===== config.mk =====
export PLATFORM = sky130hd
export DESIGN_NAME = darkbus_arb
export DESIGN_NICKNAME = d
export VERILOG_FILES = /design/src/rtl/darkbus_arb.sv
export SDC_FILE = /design/constraint.sdc
export NUM_CORES = 1
export LEC_CHECK = 0
export BUFFER_PORTS_ARGS = -buffer_cell sky130_fd_sc_hd__buf_2
export CORE_AREA = 2 2 123 125
export CTS_CLUSTER_SIZE = 16
export DETAILED_ROUTE_END_ITERATION = 10
export DIE_AREA = 0 0 125 127
export HOLD_SLACK_MARGIN = 0.02
export RECOVER_POWER = 50
export SYNTH_ARGS = -nofsm -noshare
export SYNTH_HDL_FRONTEND = slang
export SYNTH_SLANG_ARGS = --single-unit

===== constraint.sdc =====
create_clock -name XCLK -period 2.51 [get_ports XCLK]
set_input_delay 0.251 -clock XCLK [delete_from_list [all_inputs] [get_ports XCLK]]
set_output_delay 0.251 -clock XCLK [all_outputs]
set_load 0.01 [all_outputs]

===== src/rtl/darkbus_arb.sv =====
// -----------------------------------------------------------------------------
// darkbus_arb
//   Two-master, one-slave round-robin arbiter for the SoC memory port.
//   Master 0 is the core data port, master 1 the debug/DMA master. One
//   transaction is in flight at a time; a watchdog forces an error completion
//   if the slave never acknowledges.
//
// Ports
//   XCLK, XRES                 clock, asynchronous active-high reset
//   M0_*/M1_* (in)             REQ, WE, ADDR[AW], WDATA[DW], BE[DW/8]
//   M0_*/M1_* (out)            RDATA[DW] (valid with ACK), ACK (1-cycle pulse),
//                              ERR (with ACK on timeout completion)
//   S_REQ/S_WE/S_ADDR/S_WDATA/S_BE (out), S_RDATA/S_ACK (in)   slave side
//   GRANT[1:0]                 one-hot current owner, 00 when idle
// -----------------------------------------------------------------------------
module darkbus_arb #(
   parameter int AW  = 32,
   parameter int DW  = 32,
   parameter int TMO = 255
) (
   input  logic            XCLK,
   input  logic            XRES,
   input  logic            M0_REQ,
   input  logic            M0_WE,
   input  logic [AW-1:0]   M0_ADDR,
   input  logic [DW-1:0]   M0_WDATA,
   input  logic [DW/8-1:0] M0_BE,
   output logic [DW-1:0]   M0_RDATA,
   output logic            M0_ACK,
   output logic            M0_ERR,
   input  logic            M1_REQ,
   input  logic            M1_WE,
   input  logic [AW-1:0]   M1_ADDR,
   input  logic [DW-1:0]   M1_WDATA,
   input  logic [DW/8-1:0] M1_BE,
   output logic [DW-1:0]   M1_RDATA,
   output logic            M1_ACK,
   output logic            M1_ERR,
   output logic            S_REQ,
   output logic            S_WE,
   output logic [AW-1:0]   S_ADDR,
   output logic [DW-1:0]   S_WDATA,
   output logic [DW/8-1:0] S_BE,
   input  logic [DW-1:0]   S_RDATA,
   input  logic            S_ACK,
   output logic [1:0]      GRANT
);

   localparam int CW = $clog2(TMO + 1);
   localparam logic [DW-1:0] TMO_DATA = DW'(32'hDEADBEEF);

   typedef enum logic [1:0] {IDLE, BUSY, DONE} state_t;

   state_t          state;
   logic [1:0]      grant;
   logic            last_owner;   // index of the master that owned the bus last
   logic [CW-1:0]   cnt;
   logic            ack0, ack1, err0, err1;
   logic [DW-1:0]   rdata0, rdata1;

   logic            owner_req;
   logic            pick_m1;
   logic            cnt_hit;

   // The owner's live REQ: dropping it mid-transaction aborts at once.
   assign owner_req = (grant[0] & M0_REQ) | (grant[1] & M1_REQ);

   // On a tie the master that did not own the bus last wins.
   assign pick_m1   = M1_REQ & (~M0_REQ | ~last_owner);

   // Reached on the TMO-th BUSY cycle without an acknowledge.
   assign cnt_hit   = (cnt == CW'(TMO - 1));

   assign S_REQ    = (state == BUSY) & owner_req;
   assign GRANT    = grant;
   assign M0_ACK   = ack0;
   assign M1_ACK   = ack1;
   assign M0_ERR   = err0;
   assign M1_ERR   = err1;
   assign M0_RDATA = rdata0;
   assign M1_RDATA = rdata1;

   // Slave-side mux; driven to zero whenever nobody holds the grant.
   always_comb begin
      S_WE    = 1'b0;
      S_ADDR  = '0;
      S_WDATA = '0;
      S_BE    = '0;
      if (grant[0]) begin
         S_WE    = M0_WE;
         S_ADDR  = M0_ADDR;
         S_WDATA = M0_WDATA;
         S_BE    = M0_BE;
      end else if (grant[1]) begin
         S_WE    = M1_WE;
         S_ADDR  = M1_ADDR;
         S_WDATA = M1_WDATA;
         S_BE    = M1_BE;
      end
   end

   always_ff @(posedge XCLK or posedge XRES) begin
      if (XRES) begin
         state      <= IDLE;
         grant      <= 2'b00;
         last_owner <= 1'b1;
         cnt        <= '0;
         ack0       <= 1'b0;
         ack1       <= 1'b0;
         err0       <= 1'b0;
         err1       <= 1'b0;
         rdata0     <= '0;
         rdata1     <= '0;
      end else begin
         ack0 <= 1'b0;
         ack1 <= 1'b0;
         err0 <= 1'b0;
         err1 <= 1'b0;
         case (state)
            IDLE: begin
               cnt <= '0;
               if (M0_REQ | M1_REQ) begin
                  grant <= pick_m1 ? 2'b10 : 2'b01;
                  state <= BUSY;
               end
            end
            BUSY: begin
               if (!owner_req) begin
                  // Abort: no completion, but the turn still counts as used.
                  grant      <= 2'b00;
                  last_owner <= grant[1];
                  state      <= IDLE;
               end else if (S_ACK) begin
                  // A real acknowledge beats a coincident timeout.
                  ack0       <= grant[0];
                  ack1       <= grant[1];
                  if (grant[0]) rdata0 <= S_RDATA;
                  if (grant[1]) rdata1 <= S_RDATA;
                  grant      <= 2'b00;
                  last_owner <= grant[1];
                  state      <= DONE;
               end else begin
                  if (cnt != CW'(TMO)) cnt <= cnt + CW'(1);
                  if (cnt_hit) begin
                     ack0       <= grant[0];
                     ack1       <= grant[1];
                     err0       <= grant[0];
                     err1       <= grant[1];
                     if (grant[0]) rdata0 <= TMO_DATA;
                     if (grant[1]) rdata1 <= TMO_DATA;
                     grant      <= 2'b00;
                     last_owner <= grant[1];
                     state      <= DONE;
                  end
               end
            end
            DONE: state <= IDLE;
            default: begin
               grant <= 2'b00;
               state <= IDLE;
            end
         endcase
      end
   end

endmodule


==> run_results.csv, run 1 <==
group,metric,value,unit
run_status,status,"finished, violations left",
run_status,failed_checks,"max-capacitance violations, max-slew violations",
die,rows,44,
worst_hold_path,min_from,"S_RDATA[14]",
synth,synth_most_common_cell,"a22o_1",
synth,synth_area_per_cell,11.81,um2
synth,synth-edff-count,0,
sta,clock_skew,0.007119,ns
power_and_ir_drop,ir_worst_vdd,0.4757,mV
global_routing,grt_overflow,0,
synth,syn_inst,329,
synth,yosysWarnings,0,
layout,regArea,0.002029,mm2
power_and_ir_drop,total_power,6.949,mW
synth,synth_cell_types,47,
placement,io_buffers,314,
clock_tree,cts.path.max_buffers,2,
clock_tree,cts_tree,"yes",
clock_tree,cts_setup_buffers,0,
placement,dp_cells,807,
global_routing,grt_start_max_net_pins,71,
synth,synth.area.mux_share,0.5475,%
die,core_area,0.01442,mm2
sta,period_share,83.99,%
global_routing,grtUsageTotal,20.86,%
sta,slew_headroom,-44.49,%
critical_path,required,2.26,ns
routing,drtAntennaViolNets,0,
die,ios,315,
power_and_ir_drop,p_per_area,1193,mW/mm2
synth,synthSimpleGateAreaFrac,6.699,%
sta,fmax,0.4744,GHz
clock_tree,cts_resized,0,
sta,fin_setup_tns,0,ns
critical_path,crit_fanout,70,
sta,rsz0062_at_grt,"false",
layout,multi_input_area,0.001687,mm2
critical_path,crit_path_end_kind,"output pin",
critical_path,cp-startpoint,"GRANT[0]",
clock_tree,insertion_delay,0.33,ns
synth,synth_top_family_by_area,"compound AO/OA/AOI/OAI gates",
layout,layout.nets,811,
routing,wl_per_cell,21.28,um
sta,period_needed,2.108,ns
layout,antenna_cells,0,
layout,area_growth,49.92,%
synth,synth_adder_area_share,0.6441,%
synth,yosys_register_bits,81,
sta,worst_pin_slew,2.156,ns
sta,finalHoldViolCount,0,
die,initial_utilization,26.93,%
synth,yosysTopAreaCell,"dfrtp_1",
placement,hpwlAfterDp,14080,um
die,die_w,125,um
die,fp.dieH,127,um
critical_path,critPathLaunchType,"register",
synth,synth.yosys.seq_area_share,52.21,%
clock_tree,cts_root_buffer,"clkbuf_16",
layout,stdcell_count,823,
global_routing,grt_pass1_wl,25650,um
synth,syn_area,0.003885,mm2
clock_tree,cts.sinks,81,
critical_path,critPathArrivalTime,1.86,ns
critical_path,r2r-start,"cnt[0]",
synth,ys_top_cells_by_count,"a22o_1 (84), dfrtp_1 (80), o22a_1 (48), clkbuf_1 (15), nand2_1 (11)",
die,dieArea,0.01588,mm2
routing,first_iter_violations,339,
global_routing,grt_pass1_vias,4281,
clock_tree,cts_max_level,3,
synth,yosysTopAreaCellShare,51.53,%
layout,nFillCells,1500,
synth,ys_async_sr_fraction,100.0,%
placement,routabilityCongestion,0.9570,
synth,synth_compound_area_share,35.36,%
clock_tree,path_clk_slew,0.06,ns
synth,ys_top_cells_by_area,"dfrtp_1 (52%), a22o_1 (19%), o22a_1 (11%)",
synth,synth-xor-area-share,0,%
synth,ys.flop_type,"dfrtp_1",
routing,drt-vias-per-instance,5.135,
routing,drc,0,
layout,layout-drive-gt1-share,43.97,%
sta,slew_violations,50,
routing,routed_wl,17510,um
clock_tree,cts_inserted_buffers,9,
clock_tree,cts_hold_buf,0,
synth,syn_nets,506,
global_routing,grt_antenna_before_repair,1,
sta,setup_violations,0,
routing,first_pass_iters,5,
critical_path,worstSetupPathType,"reg2out",
power_and_ir_drop,leakagePower,2.924,nW
worst_hold_path,hp-class,"in2reg",
flow_run,maxCapViolations,1,
routing,vias,4226,
[registers in the layout, indices dropped and copies added, names as in the netlist]
name / cells
M0_RDATA: 32
M1_RDATA: 32
cnt: 8
GRANT: 2
state: 2
M0_ACK: 1
M0_ERR: 1
M1_ACK: 1
M1_ERR: 1
last_owner: 1
[metal layers]
layer	global-route usage, %	wire [um]	vias to the layer above
met1	27.21	7138	2090
li1	-	-	1921
met2	31.75	8131	205
met3	10.68	2093	10
met4	3.333	150	0
met5	0	0	-
[cell type report]
type                    count  share of cell area (%)
clock buffers              10                   3.931
clock inverters             6                   1.160
inverters                  11                  0.7734
multi-input cells         211                   28.96
flip-flops and latches     81                   34.84
well taps                 184                   3.953
repair buffers            320                   26.38
[cells by family after synthesis]
| logic type | Yosys count |
|---|---|
| AO/OA/AOI/OAI | 161 |
| AND/OR/NAND/NOR | 46 |
| multiplexers | 2 |
| buffers and inverters | 37 |
| flip-flops | 81 |
| adder cells (fa/ha/maj) | 2 |
[placed cells by master (no fill, tap or decap), drive strengths merged, types with 4 or more instances in the layout]
master / synthesis / routed
nand2: 14 / 14
o22a: 48 / 48
nand3: 5 / 5
nor2: 4 / 4
clkbuf: 15 / 81
a21oi: 7 / 7
nand2b: 4 / 4
a22o: 85 / 85
dfrtp: 80 / 80
inv: 11 / 11
and3: 4 / 4
buf: 11 / 249
[worst max-delay path: stages (launching register included)]
cell	delay [ns]
dfrtp_2	0.46
buf_4	0.58
a22o_1	0.31
buf_2	0.15
[where the power goes]
part	leakage, nW	internal, mW	switching (mW)
combinational	1.77	1.44	1.95
clock	0.139	0.774	0.529
sequential	1.01	1.86	0.388
[through the flow]
step | setup WS [ns] | util, % | hold slack, ns | area [um2]
finish | 0.4019 | 40.38 | 0.1630 | 5824
global route | 0.2658 | 40.38 | 0.1538 | 5824
CTS | 0.3880 | 41.03 | 0.08778 | 5918
detailed placement | 0.5547 | 38.97 | 0.4364 | 5622
global placement | 0.5847 | 38.97 | 0.4159 | 5622
floorplan | 0.1806 | - | 0.3245 | 3885
[worst paths after layout]
check,end,cells after the start,slack [ns]
max in group asynchronous,M0_ACK,3,0.71
hold reg to reg,M0_RDATA[26],1,0.49
min in group asynchronous,M0_RDATA[19],2,0.46
hold / removal,M1_RDATA[14],2,0.16
setup / recovery,S_WDATA[27],3,0.40
setup reg to reg,M0_RDATA[12],7,0.52
(Power assumes the default switching activity.)
==> inputs of run 2 (changes only) <==
- clock period: 2.51 -> 2.2 ns (I/O delays scaled with it)
==> run_results.csv, run 2 (synthesis gave the netlist of run 1 again) <==
group,metric,value,unit
layout,nFillCells,1451,
critical_path,critPathLaunchType,"register",
die,die_w,125,um
layout,antenna_cells,0,
layout,layout.nets,815,
layout,final_cell_mix,"buf_2 (244), a22o_1 (84), dfrtp_1 (79)",
sta,slew_headroom,27.50,%
routing,wl_met3,1715,um
global_routing,grt_overflow,0,
clock_tree,insertion_delay,0.33,ns
layout,stdcell_count,827,
routing,vias,4201,
global_routing,grt_pass1_wl,25530,um
routing,routed_wl,17560,um
critical_path,crit_chain,"nor2b_4 > buf_4 > a22o_1 > buf_2",
die,initial_utilization,26.93,%
clock_tree,cts.sinks,81,
global_routing,grt_start_max_net_pins,82,
placement,post-place-ws,0.2993,ns
layout,mostFrequentLayoutCell,"buf_2",
global_routing,grt_antenna_before_repair,0,
power_and_ir_drop,p_per_area,1368,mW/mm2
routing,met2_length,8311,um
die,dieArea,0.01588,mm2
power_and_ir_drop,leakagePower,2.961,nW
placement,io_buffers,314,
power_and_ir_drop,p_sw_share,40.25,%
critical_path,cp_num_buf_inv,2,
power_and_ir_drop,power_frac_seq,32.0,%
die,fp.dieH,127,um
power_and_ir_drop,ir_worst_vdd,0.5788,mV
critical_path,cpLargestDelayFamily,"flip-flops",
critical_path,required,1.98,ns
sta,fin_ws,0.2233,ns
clock_tree,cts.path.max_buffers,2,
routing,dr.max_layer_used,"met4",
power_and_ir_drop,total_power,8.063,mW
flow_run,maxCapViolations,0,
sta,fmax,0.5059,GHz
power_and_ir_drop,p_comb_share,48.6,%
layout,layout-drive-gt1-share,44.32,%
routing,drt-vias-per-instance,5.080,
placement,hpwlAfterDp,14170,um
sta,setup_violations,0,
layout,final_core_util,40.86,%
power_and_ir_drop,power.internal,4.817,mW
critical_path,cp_slowest_stage_delay,0.52,ns
sta,finalHoldViolCount,0,
routing,drtAntennaViolNets,0,
sta,slew_violations,0,
clock_tree,cts_root_buffer,"clkbuf_16",
die,rows,44,
clock_tree,cts_tree,"yes",
clock_tree,path_clk_slew,0.06,ns
layout,area_growth,51.69,%
run_status,status,"finished clean",
routing,routedLengthMet1,7468,um
die,core_area,0.01442,mm2
clock_tree,cts_inserted_buffers,9,
routing,wl_per_cell,21.23,um
power_and_ir_drop,clkPwrFrac,19.5,%
routing,first_iter_violations,219,
sta,period_needed,1.977,ns
clock_tree,cts_max_level,3,
routing,first_pass_iters,4,
critical_path,crit_path_end_kind,"output pin",
sta,clock_skew,0.004552,ns
clock_tree,cts_resized,0,
worst_hold_path,hp-class,"in2reg",
placement,routabilityCongestion,0.9684,
sta,worst_pin_slew,1.088,ns
global_routing,grt_pass1_vias,4213,
power_and_ir_drop,p_sw,3.245,mW
critical_path,cpMaxStageDelayCell,"dfrtp_1",
critical_path,worstSetupPathType,"reg2out",
critical_path,critPathArrivalTime,1.76,ns
die,ios,315,
routing,drc,0,
sta,period_share,89.85,%
sta,rsz0062_at_grt,"false",
placement,dp_cells,808,
global_routing,grtUsageTotal,20.89,%
critical_path,crit_fanout,21,
sta,fin_setup_tns,0,ns
run 2: cell count changes in the layout (fill, tap and decap cells not counted), sizes merged:
| cell | before | now |
|---|---|---|
| buf | 249 | 252 |
| bufinv | 1 | 2 |
| clkinv | 2 | 3 |
| clkinvlp | 3 | 2 |
| dlygate4sd3 | 0 | 1 |
| inv | 11 | 10 |
run 2: final cells by class:
class	count	area (um2)	share of cell area (%)
sequential	81	2029	34.44
multi-input combinational	211	1688	28.64
timing repair buffer	324	1587	26.92
tap	184	230.2	3.907
clock buffer	10	229.0	3.885
clock inverter	6	82.58	1.401
inverter	11	47.55	0.8068
run 2: routing by layer:
metal / vias to the layer above / global-route usage, %
li1: 1929 / -
met1: 2098 / 28.43
met2: 169 / 32.67
met3: 5 / 7.789
met4: 0 / 3.137
met5: - / 0
run 2: what timing repair did:
item,CTS,global route
hold endpoints to repair,3,0
endpoints found under the setup margin,0,35
hold buffers,1,0
buffers inserted,0,2
run 2: power by group through the flow:
stage                     registers (mW)  logic, mW  clock network (mW)
after CTS                           2.56       4.09                1.60
after global placement              2.56       4.02                   0
after floorplan                     2.76       1.91                   0
final                               2.58       3.92                1.57
after global routing                2.66       4.23                1.68
after detailed placement            2.57       4.08                   0
run 2: per-stage QoR:
stage               area (um2)  hold WS (ns)
finish                    5893        0.1345
global route              5893        0.1254
CTS                       5978        0.1246
detailed placement        5657        0.3747
global placement          5657        0.3689
floorplan                 3889        0.2935
run 2: worst register-to-register path, stage by stage, from the launching register on:
cell	delay, ns
dfrtp_1	0.41
inv_1	0.11
ha_1	0.17
inv_1	0.09
o31ai_4	0.37
nand2_2	0.23
inv_4	0.28
o22a_1	0.20
run 2: worst paths after layout:
path	startpoint	end	slack (ns)	depth (start not counted)
setup / recovery	GRANT[1]	S_ADDR[29]	0.22	4
hold / removal	S_RDATA[5]	M1_RDATA[5]	0.13	2
setup reg to reg	cnt[0]	M1_RDATA[1]	0.27	7
hold reg to reg	M1_RDATA[10]	M1_RDATA[10]	0.49	1
max in group asynchronous	XRES	GRANT[0]	0.64	4
min in group asynchronous	XRES	M0_ERR	0.83	4
